==> config.mk <==
export PLATFORM = sky130hd
export DESIGN_NAME = mem_lsu
export DESIGN_NICKNAME = d
export VERILOG_FILES = /design/src/rtl/mem_lsu_pkg.sv /design/src/rtl/mem_lsu_align.sv /design/src/rtl/mem_lsu.sv
export SDC_FILE = /design/constraint.sdc
export NUM_CORES = 1
export LEC_CHECK = 0
export ABC_AREA = 0
export CELL_PAD_IN_SITES_DETAIL_PLACEMENT = 1
export CELL_PAD_IN_SITES_GLOBAL_PLACEMENT = 1
export CORE_AREA = 3 3 154 156
export CTS_BUF_LIST = sky130_fd_sc_hd__clkbuf_16
export DETAILED_ROUTE_END_ITERATION = 12
export DIE_AREA = 0 0 157 159
export PLACE_DENSITY = 0.89
export SLEW_MARGIN = 30
export SYNTH_ARGS = -nofsm -noshare
export SYNTH_HDL_FRONTEND = slang
export SYNTH_SLANG_ARGS = --single-unit
==> constraint.sdc <==
create_clock -name clk -period 4.82 [get_ports clk]
set_input_delay 0.482 -clock clk [delete_from_list [all_inputs] [get_ports clk]]
set_output_delay 0.482 -clock clk [all_outputs]
set_load 0.02 [all_outputs]
==> src/rtl/mem_lsu_pkg.sv <==
// Shared constants, op codes and state encoding for the MEM-stage load/store unit.
package mem_lsu_pkg;
  localparam logic        RstEnable    = 1'b1;
  localparam logic        WriteDisable = 1'b0;
  localparam logic [31:0] ZeroWord     = 32'h0000_0000;
  localparam logic [4:0]  NOPRegAddr   = 5'b00000;

  localparam logic [7:0] EXE_LB_OP  = 8'b1110_0000;
  localparam logic [7:0] EXE_LBU_OP = 8'b1110_0100;
  localparam logic [7:0] EXE_LH_OP  = 8'b1110_0001;
  localparam logic [7:0] EXE_LHU_OP = 8'b1110_0101;
  localparam logic [7:0] EXE_LW_OP  = 8'b1110_0011;
  localparam logic [7:0] EXE_SB_OP  = 8'b1110_1000;
  localparam logic [7:0] EXE_SH_OP  = 8'b1110_1001;
  localparam logic [7:0] EXE_SW_OP  = 8'b1110_1011;

  localparam logic [1:0] EXC_NONE     = 2'b00;
  localparam logic [1:0] EXC_MISALIGN = 2'b01;
  localparam logic [1:0] EXC_BUSERR   = 2'b10;

  typedef enum logic [1:0] {S_IDLE = 2'd0, S_WAIT = 2'd1, S_DONE = 2'd2} lsu_state_e;

  function automatic logic is_load(input logic [7:0] op);
    return op inside {EXE_LB_OP, EXE_LBU_OP, EXE_LH_OP, EXE_LHU_OP, EXE_LW_OP};
  endfunction

  function automatic logic is_store(input logic [7:0] op);
    return op inside {EXE_SB_OP, EXE_SH_OP, EXE_SW_OP};
  endfunction
endpackage

==> src/rtl/mem_lsu_align.sv <==
// Big-endian byte-lane logic: load extract/extend, store lane select and data replication.
module mem_align
  import mem_lsu_pkg::*;
#(
  parameter int DATA_W = 32,
  parameter int OP_W   = 8
) (
  input  logic [OP_W-1:0]   aluop_i,
  input  logic [1:0]        addr_lo_i,
  input  logic [DATA_W-1:0] st_data_i,
  input  logic [DATA_W-1:0] lbuf_i,
  output logic              misalign_o,
  output logic [3:0]        sel_o,
  output logic [DATA_W-1:0] st_wdata_o,
  output logic [DATA_W-1:0] ld_data_o
);
  logic [7:0]  byte_v;
  logic [15:0] half_v;

  always_comb begin
    case (addr_lo_i)
      2'd0:    byte_v = lbuf_i[31:24];
      2'd1:    byte_v = lbuf_i[23:16];
      2'd2:    byte_v = lbuf_i[15:8];
      default: byte_v = lbuf_i[7:0];
    endcase
    half_v = addr_lo_i[1] ? lbuf_i[15:0] : lbuf_i[31:16];

    ld_data_o  = lbuf_i;
    sel_o      = 4'b1111;
    st_wdata_o = st_data_i;
    misalign_o = 1'b0;
    case (aluop_i)
      EXE_LB_OP:  begin ld_data_o = {{24{byte_v[7]}}, byte_v};  sel_o = 4'b1000 >> addr_lo_i; end
      EXE_LBU_OP: begin ld_data_o = {24'h0, byte_v};            sel_o = 4'b1000 >> addr_lo_i; end
      EXE_LH_OP:  begin
        ld_data_o  = {{16{half_v[15]}}, half_v};
        sel_o      = addr_lo_i[1] ? 4'b0011 : 4'b1100;
        misalign_o = addr_lo_i[0];
      end
      EXE_LHU_OP: begin
        ld_data_o  = {16'h0, half_v};
        sel_o      = addr_lo_i[1] ? 4'b0011 : 4'b1100;
        misalign_o = addr_lo_i[0];
      end
      EXE_LW_OP:  misalign_o = |addr_lo_i;
      EXE_SB_OP:  begin st_wdata_o = {4{st_data_i[7:0]}}; sel_o = 4'b1000 >> addr_lo_i; end
      EXE_SH_OP:  begin
        st_wdata_o = {2{st_data_i[15:0]}};
        sel_o      = addr_lo_i[1] ? 4'b0011 : 4'b1100;
        misalign_o = addr_lo_i[0];
      end
      EXE_SW_OP:  misalign_o = |addr_lo_i;
      default: ;
    endcase
  end
endmodule

==> src/rtl/mem_lsu.sv <==
// MEM stage: passes ALU results through, and runs loads/stores as a stalled req/ack bus access.
module mem_lsu
  import mem_lsu_pkg::*;
#(
  parameter int DATA_W     = 32,
  parameter int ADDR_W     = 32,
  parameter int REG_ADDR_W = 5,
  parameter int OP_W       = 8,
  parameter int TIMEOUT    = 255
) (
  input  logic                  clk,
  input  logic                  rst,
  input  logic [REG_ADDR_W-1:0] wd_i,
  input  logic                  wreg_i,
  input  logic [DATA_W-1:0]     wdata_i,
  input  logic [DATA_W-1:0]     hi_i,
  input  logic [DATA_W-1:0]     lo_i,
  input  logic                  whilo_i,
  input  logic [OP_W-1:0]       aluop_i,
  input  logic [ADDR_W-1:0]     mem_addr_i,
  input  logic [DATA_W-1:0]     reg2_i,
  output logic [REG_ADDR_W-1:0] wd_o,
  output logic                  wreg_o,
  output logic [DATA_W-1:0]     wdata_o,
  output logic [DATA_W-1:0]     hi_o,
  output logic [DATA_W-1:0]     lo_o,
  output logic                  whilo_o,
  output logic                  stallreq_o,
  output logic                  mem_excp_o,
  output logic [1:0]            mem_excp_code_o,
  output logic                  bus_req_o,
  output logic                  bus_we_o,
  output logic [ADDR_W-1:0]     bus_addr_o,
  output logic [3:0]            bus_sel_o,
  output logic [DATA_W-1:0]     bus_wdata_o,
  input  logic                  bus_ack_i,
  input  logic [DATA_W-1:0]     bus_rdata_i
);
  lsu_state_e        state_q, state_d;
  logic [7:0]        cnt_q, cnt_d;
  logic [DATA_W-1:0] lbuf_q, lbuf_d;
  logic              err_q, err_d;
  logic              req_q, req_d, we_q, we_d;
  logic [ADDR_W-1:0] addr_q, addr_d;
  logic [3:0]        sel_q, sel_d;
  logic [DATA_W-1:0] wdat_q, wdat_d;

  logic              misal, ld_op, st_op;
  logic [3:0]        al_sel;
  logic [DATA_W-1:0] al_wdata, al_ldata;

  assign ld_op = is_load(aluop_i);
  assign st_op = is_store(aluop_i);

  mem_align #(.DATA_W(DATA_W), .OP_W(OP_W)) u_align (
    .aluop_i   (aluop_i),
    .addr_lo_i (mem_addr_i[1:0]),
    .st_data_i (reg2_i),
    .lbuf_i    (lbuf_q),
    .misalign_o(misal),
    .sel_o     (al_sel),
    .st_wdata_o(al_wdata),
    .ld_data_o (al_ldata)
  );

  always_ff @(posedge clk) begin
    if (rst == RstEnable) begin
      state_q <= S_IDLE;
      cnt_q   <= '0;
      lbuf_q  <= '0;
      err_q   <= 1'b0;
      req_q   <= 1'b0;
      we_q    <= 1'b0;
      addr_q  <= '0;
      sel_q   <= '0;
      wdat_q  <= '0;
    end else begin
      state_q <= state_d;
      cnt_q   <= cnt_d;
      lbuf_q  <= lbuf_d;
      err_q   <= err_d;
      req_q   <= req_d;
      we_q    <= we_d;
      addr_q  <= addr_d;
      sel_q   <= sel_d;
      wdat_q  <= wdat_d;
    end
  end

  always_comb begin
    state_d = state_q;
    cnt_d   = cnt_q;
    lbuf_d  = lbuf_q;
    err_d   = err_q;
    req_d   = req_q;
    we_d    = we_q;
    addr_d  = addr_q;
    sel_d   = sel_q;
    wdat_d  = wdat_q;

    wd_o            = wd_i;
    wreg_o          = wreg_i;
    wdata_o         = wdata_i;
    hi_o            = hi_i;
    lo_o            = lo_i;
    whilo_o         = whilo_i;
    stallreq_o      = 1'b0;
    mem_excp_o      = 1'b0;
    mem_excp_code_o = EXC_NONE;

    case (state_q)
      S_IDLE: begin
        cnt_d = '0;
        err_d = 1'b0;
        if (ld_op || st_op) begin
          wreg_o  = WriteDisable;
          whilo_o = WriteDisable;
          if (misal) begin
            mem_excp_o      = 1'b1;
            mem_excp_code_o = EXC_MISALIGN;
          end else begin
            stallreq_o = 1'b1;
            req_d      = 1'b1;
            we_d       = st_op;
            addr_d     = {mem_addr_i[ADDR_W-1:2], 2'b00};
            sel_d      = al_sel;
            wdat_d     = al_wdata;
            // Counter holds the number of WAIT cycles spent, starting at 1.
            cnt_d      = 8'd1;
            state_d    = S_WAIT;
          end
        end
      end
      S_WAIT: begin
        stallreq_o = 1'b1;
        wreg_o     = WriteDisable;
        whilo_o    = WriteDisable;
        if (bus_ack_i) begin
          lbuf_d  = bus_rdata_i;
          req_d   = 1'b0;
          state_d = S_DONE;
        end else if (cnt_q == 8'(TIMEOUT)) begin
          req_d   = 1'b0;
          err_d   = 1'b1;
          state_d = S_DONE;
        end else begin
          cnt_d = cnt_q + 8'd1;
        end
      end
      S_DONE: begin
        state_d = S_IDLE;
        if (ld_op) wdata_o = al_ldata;
        if (st_op) wreg_o = WriteDisable;
        if (err_q) begin
          mem_excp_o      = 1'b1;
          mem_excp_code_o = EXC_BUSERR;
          wreg_o          = WriteDisable;
          whilo_o         = WriteDisable;
        end
      end
      default: state_d = S_IDLE;
    endcase

    if (rst == RstEnable) begin
      wd_o            = NOPRegAddr;
      wreg_o          = WriteDisable;
      wdata_o         = ZeroWord;
      hi_o            = ZeroWord;
      lo_o            = ZeroWord;
      whilo_o         = WriteDisable;
      stallreq_o      = 1'b0;
      mem_excp_o      = 1'b0;
      mem_excp_code_o = EXC_NONE;
    end
  end

  assign bus_req_o   = req_q;
  assign bus_we_o    = we_q;
  assign bus_addr_o  = addr_q;
  assign bus_sel_o   = sel_q;
  assign bus_wdata_o = wdat_q;
endmodule

==> impl_summary.md <==
Synthesis
The share of synthesized area in the top cell type comes to 0.369. Each instance of the synthesized netlist takes up on average 7.55 um^2. In this run, synthesis produced a sequential element count of 111. The main combinational cell family by area after synthesis is simple AND/OR/NAND/NOR gates.

Ranked by total cell area, the synthesized netlist is headed by sky130_fd_sc_hd__dfxtp_1 37%, sky130_fd_sc_hd__nand2_1 11%, sky130_fd_sc_hd__nor2b_1 9.0%. In the synthesized netlist, the cells that appear most often are 177 x sky130_fd_sc_hd__nand2_1, 111 x sky130_fd_sc_hd__dfxtp_1, 102 x sky130_fd_sc_hd__a21oi_1, 87 x sky130_fd_sc_hd__nor2b_1, 49 x sky130_fd_sc_hd__nor2_1. After synthesis, the share of flip-flops with an asynchronous set or reset is 0. The cell accounting for the most synthesized area is sky130_fd_sc_hd__dfxtp_1. The area fraction in compound gates after synthesis is 0.222. Counting every instance in the synthesized netlist gives 798. The cell with the most instances after synthesis is sky130_fd_sc_hd__nand2_1.

The netlist area before placement is 6020 um^2. The number of flops mapped to enable cells by yosys is 0. The multiplexer share of the synthesized area is 0.0636. The area share of xor/xnor cells in the synthesized design is 0.00582. The netlist uses 49 different library cells.

Yosys printed 0 warnings. For this run, the register share of the synthesized area comes to 0.369. The most used flip-flop cell after synthesis is sky130_fd_sc_hd__dfxtp_1.

The arithmetic-cell share of the synthesized area counting full adders, half adders and majority gates is 0.00208. Of the total synthesized cell area, the portion taken by AND, OR, NAND and NOR gates is 0.277.

Timing
The relative slew slack is 0.504. The highest clock rate is 0.253 GHz. The final-report hold violation count is 0. At the pin with the least slew margin, the transition time is 0.744 ns. Setup repair after global routing left no endpoint under its margin. Setup violations remaining at the end of the flow were counted as 0.

In the final timing run, aggregate negative setup slack is 0 ns. The max-slew violation total from the final report is 0. The final critical-path required period is 3.96 ns. The worst clock skew is 0.0121 ns. In the finished design, the share of the clock period the worst path needs comes to 0.821.

Finish
The summed area of non-filler cells in the final layout is 10300 um^2. Of the cells placed in the final design, the portion with a size suffix greater than 1 is 0.0492. The filler cells instantiated in the layout total 2677. In the final design database the tool counted 1345 nets. The area growth from synthesis to layout is 70.8%.

Die
The starting utilization of the core area is 0.268. From bottom edge to top edge, the die measures 159 um. The die covers 25000 um^2. In this run the standard cell core region covers 22500 um^2. Row generation in the floorplan step produced 55 rows. The boundary pin count is 387. The x dimension of the die is 157 um.

Hold path
In this run the worst hold path is classified as reg -> reg.

Status
The flow ran to the end, and the final reports show no timing, DRC or antenna violations.

Global routing
The global-route wire length before repair is 40800 um. For this run the aggregate overflow at the end of global routing stands at 0. For this run, the total global-route usage over all layers was measured as 0.209. The number of global-route vias before repair is 7339.

The number of antenna violations at the first check in global routing came to 3. The pin count of the biggest net entering global routing is 105.

Critical path
The maximum fanout along the worst path is 58. The critical path data required time is 4.34 ns. The worst setup path is launched from an input pin.

The setup path with the least slack is of type in -> out. At the worst endpoint, the arrival time is 3.48 ns. The type of element capturing the critical path is an output pin. For flop-to-flop paths, the worst setup slack is 2.38 ns.

Placed design
The congestion estimate from routability-driven global placement came to 0.880. Once placement finished, the instance area stood at 9990 um^2. The number of buffer cells added on primary ports is 384. Once detailed placement completed, the half-perimeter wirelength came to 21600 um.

Job
The reported max-cap violation count is 0.

Clock network
TritonCTS built the clock tree. Once the clock tree was built, the resizer swapped 0 gates to a different size. The number of sinks driven by the clock tree is 111.

The tree is rooted in a sky130_fd_sc_hd__clkbuf_16. For the worst-skew pair, the clock arrives at the later sink with an insertion delay of 0.36 ns. Post-CTS timing repair inserted 0 buffers for setup. Buffers inserted during clock tree synthesis total 9.

The clock slew at the register clock pins of the worst setup and hold paths is 0.09 ns. The largest buffer count on any clock path is 2. The total number of H-tree levels is 3. Hold repair after CTS inserted 0 buffers.

Pwr
The peak ir drop on the vdd network is 0.000133 V. The leakage power summed over all cells is 3.49 nW. Power spread over the standard cell area amounts to 211 nW/um^2.

Route
The total length of routed wires is 27300 um. The via-per-instance ratio is 4.90. The total via count after detailed routing is 6990. The number of detailed-routing iterations run before antenna repair is 4. The detail-routed net length per standard cell is 19.1 um. The detailed router's first-iteration violation count is 293. The count of nets left with antenna violations once routing finished came out at 0. The DRC violation count after routing is 0.
-- report_power, final --
group / switching [W] / leakage [nW] / internal (W)
registers: 0.00000709 / 0.895 / 0.000925
clock network: 0.000372 / 0.125 / 0.000357
logic: 0.000218 / 2.47 / 0.000286
-- stage by stage --
stage	utilization	setup slack, ns	power (W)	cells	hold slack (ns)
final	0.457	0.861	0.00217	1427	0.454
after global routing	0.457	0.636	0.00227	1427	0.479
after CTS	0.456	0.829	0.00220	1424	0.456
after detailed placement	0.444	0.843	0.00146	1408	0.445
after global placement	0.444	0.941	0.00145	1408	0.439
after floorplan	-	2.21	0.00115	799	0.440
-- cells in the final DEF (no fill, tap or decap), types with 4 or more instances in the layout --
cell                              synthesis  layout
sky130_fd_sc_hd__a211oi_1                16      16
sky130_fd_sc_hd__a21oi_1                102     102
sky130_fd_sc_hd__a31oi_1                 18      18
sky130_fd_sc_hd__buf_4                    7       8
sky130_fd_sc_hd__clkbuf_16                0       9
sky130_fd_sc_hd__clkdlybuf4s50_1          0     383
sky130_fd_sc_hd__clkinvlp_4               0       4
sky130_fd_sc_hd__dfxtp_1                111     111
sky130_fd_sc_hd__inv_1                    8       8
sky130_fd_sc_hd__mux2_2                  16      16
sky130_fd_sc_hd__mux2i_1                 18      18
sky130_fd_sc_hd__nand2_1                177     176
sky130_fd_sc_hd__nand3_1                  6       5
sky130_fd_sc_hd__nor2_1                  49      49
sky130_fd_sc_hd__nor2b_1                 87      87
sky130_fd_sc_hd__nor3_1                   8       8
sky130_fd_sc_hd__o211a_1                  6       6
sky130_fd_sc_hd__o211ai_1                18      18
sky130_fd_sc_hd__o21ai_0                 23      22
sky130_fd_sc_hd__o21ai_1                 11      12
sky130_fd_sc_hd__o22ai_1                  8       8
sky130_fd_sc_hd__xnor2_1                  4       4
-- flip-flops by register name, summed over array words and instances, names as in the netlist --
| name | flops |
|---|---|
| err_q | 1 |
| bus_addr_o | 30 |
| lbuf_q | 32 |
| bus_we_o | 1 |
| cnt_q | 8 |
| bus_wdata_o | 32 |
| bus_req_o | 1 |
| state_q | 2 |
| bus_sel_o | 4 |
-- final cells by class --
cell class / count / area [um^2] / area share
Antenna cell: 3 / 7.51 / 0.000730
Sequential cell: 111 / 2220 / 0.216
Multi-Input combinational cell: 610 / 3450 / 0.335
Clock buffer: 9 / 225 / 0.0219
Clock inverter: 7 / 56.3 / 0.00548
Tap cell: 285 / 357 / 0.0347
Timing Repair Buffer: 394 / 3940 / 0.383
Inverter: 8 / 30.0 / 0.00292
-- metal layers --
layer  wire length [um]  share of wire  track usage
met5                  0              0            0
met4                928          0.034       0.0848
met3               1660          0.061       0.0519
met2              14800           0.54        0.404
met1               9840           0.36        0.207
-- worst max-delay path: stages --
cell	delay, ns
sky130_fd_sc_hd__clkdlybuf4s50_1	0.85
sky130_fd_sc_hd__nand2b_4	0.13
sky130_fd_sc_hd__a2111oi_4	0.35
sky130_fd_sc_hd__buf_4	0.53
sky130_fd_sc_hd__o21ai_2	0.24
sky130_fd_sc_hd__o221ai_1	0.24
sky130_fd_sc_hd__a21oi_1	0.07
sky130_fd_sc_hd__clkdlybuf4s50_1	0.56
-- cells by family after synthesis --
group,count (synthesis)
compound gates,218
flops,111
buf+inv,78
mux,35
xor+xnor,4
simple gates,350
other cells,1
fa+ha+maj,1
-- path summary, 6_finish.rpt --
kind	start	endpoint	cells after the start
worst max-delay path	aluop_i[0]	wdata_o[14]	8
worst min-delay path	bus_addr_o[10]$_SDFFE_PP0P_	bus_addr_o[10]$_SDFFE_PP0P_	2
worst max register to register	state_q[0]$_SDFFE_PP0P_	bus_wdata_o[9]$_SDFFE_PP0P_	5
worst min register to register	bus_addr_o[10]$_SDFFE_PP0P_	bus_addr_o[10]$_SDFFE_PP0P_	2
No activity file was read; power rests on OpenSTA's default activity.
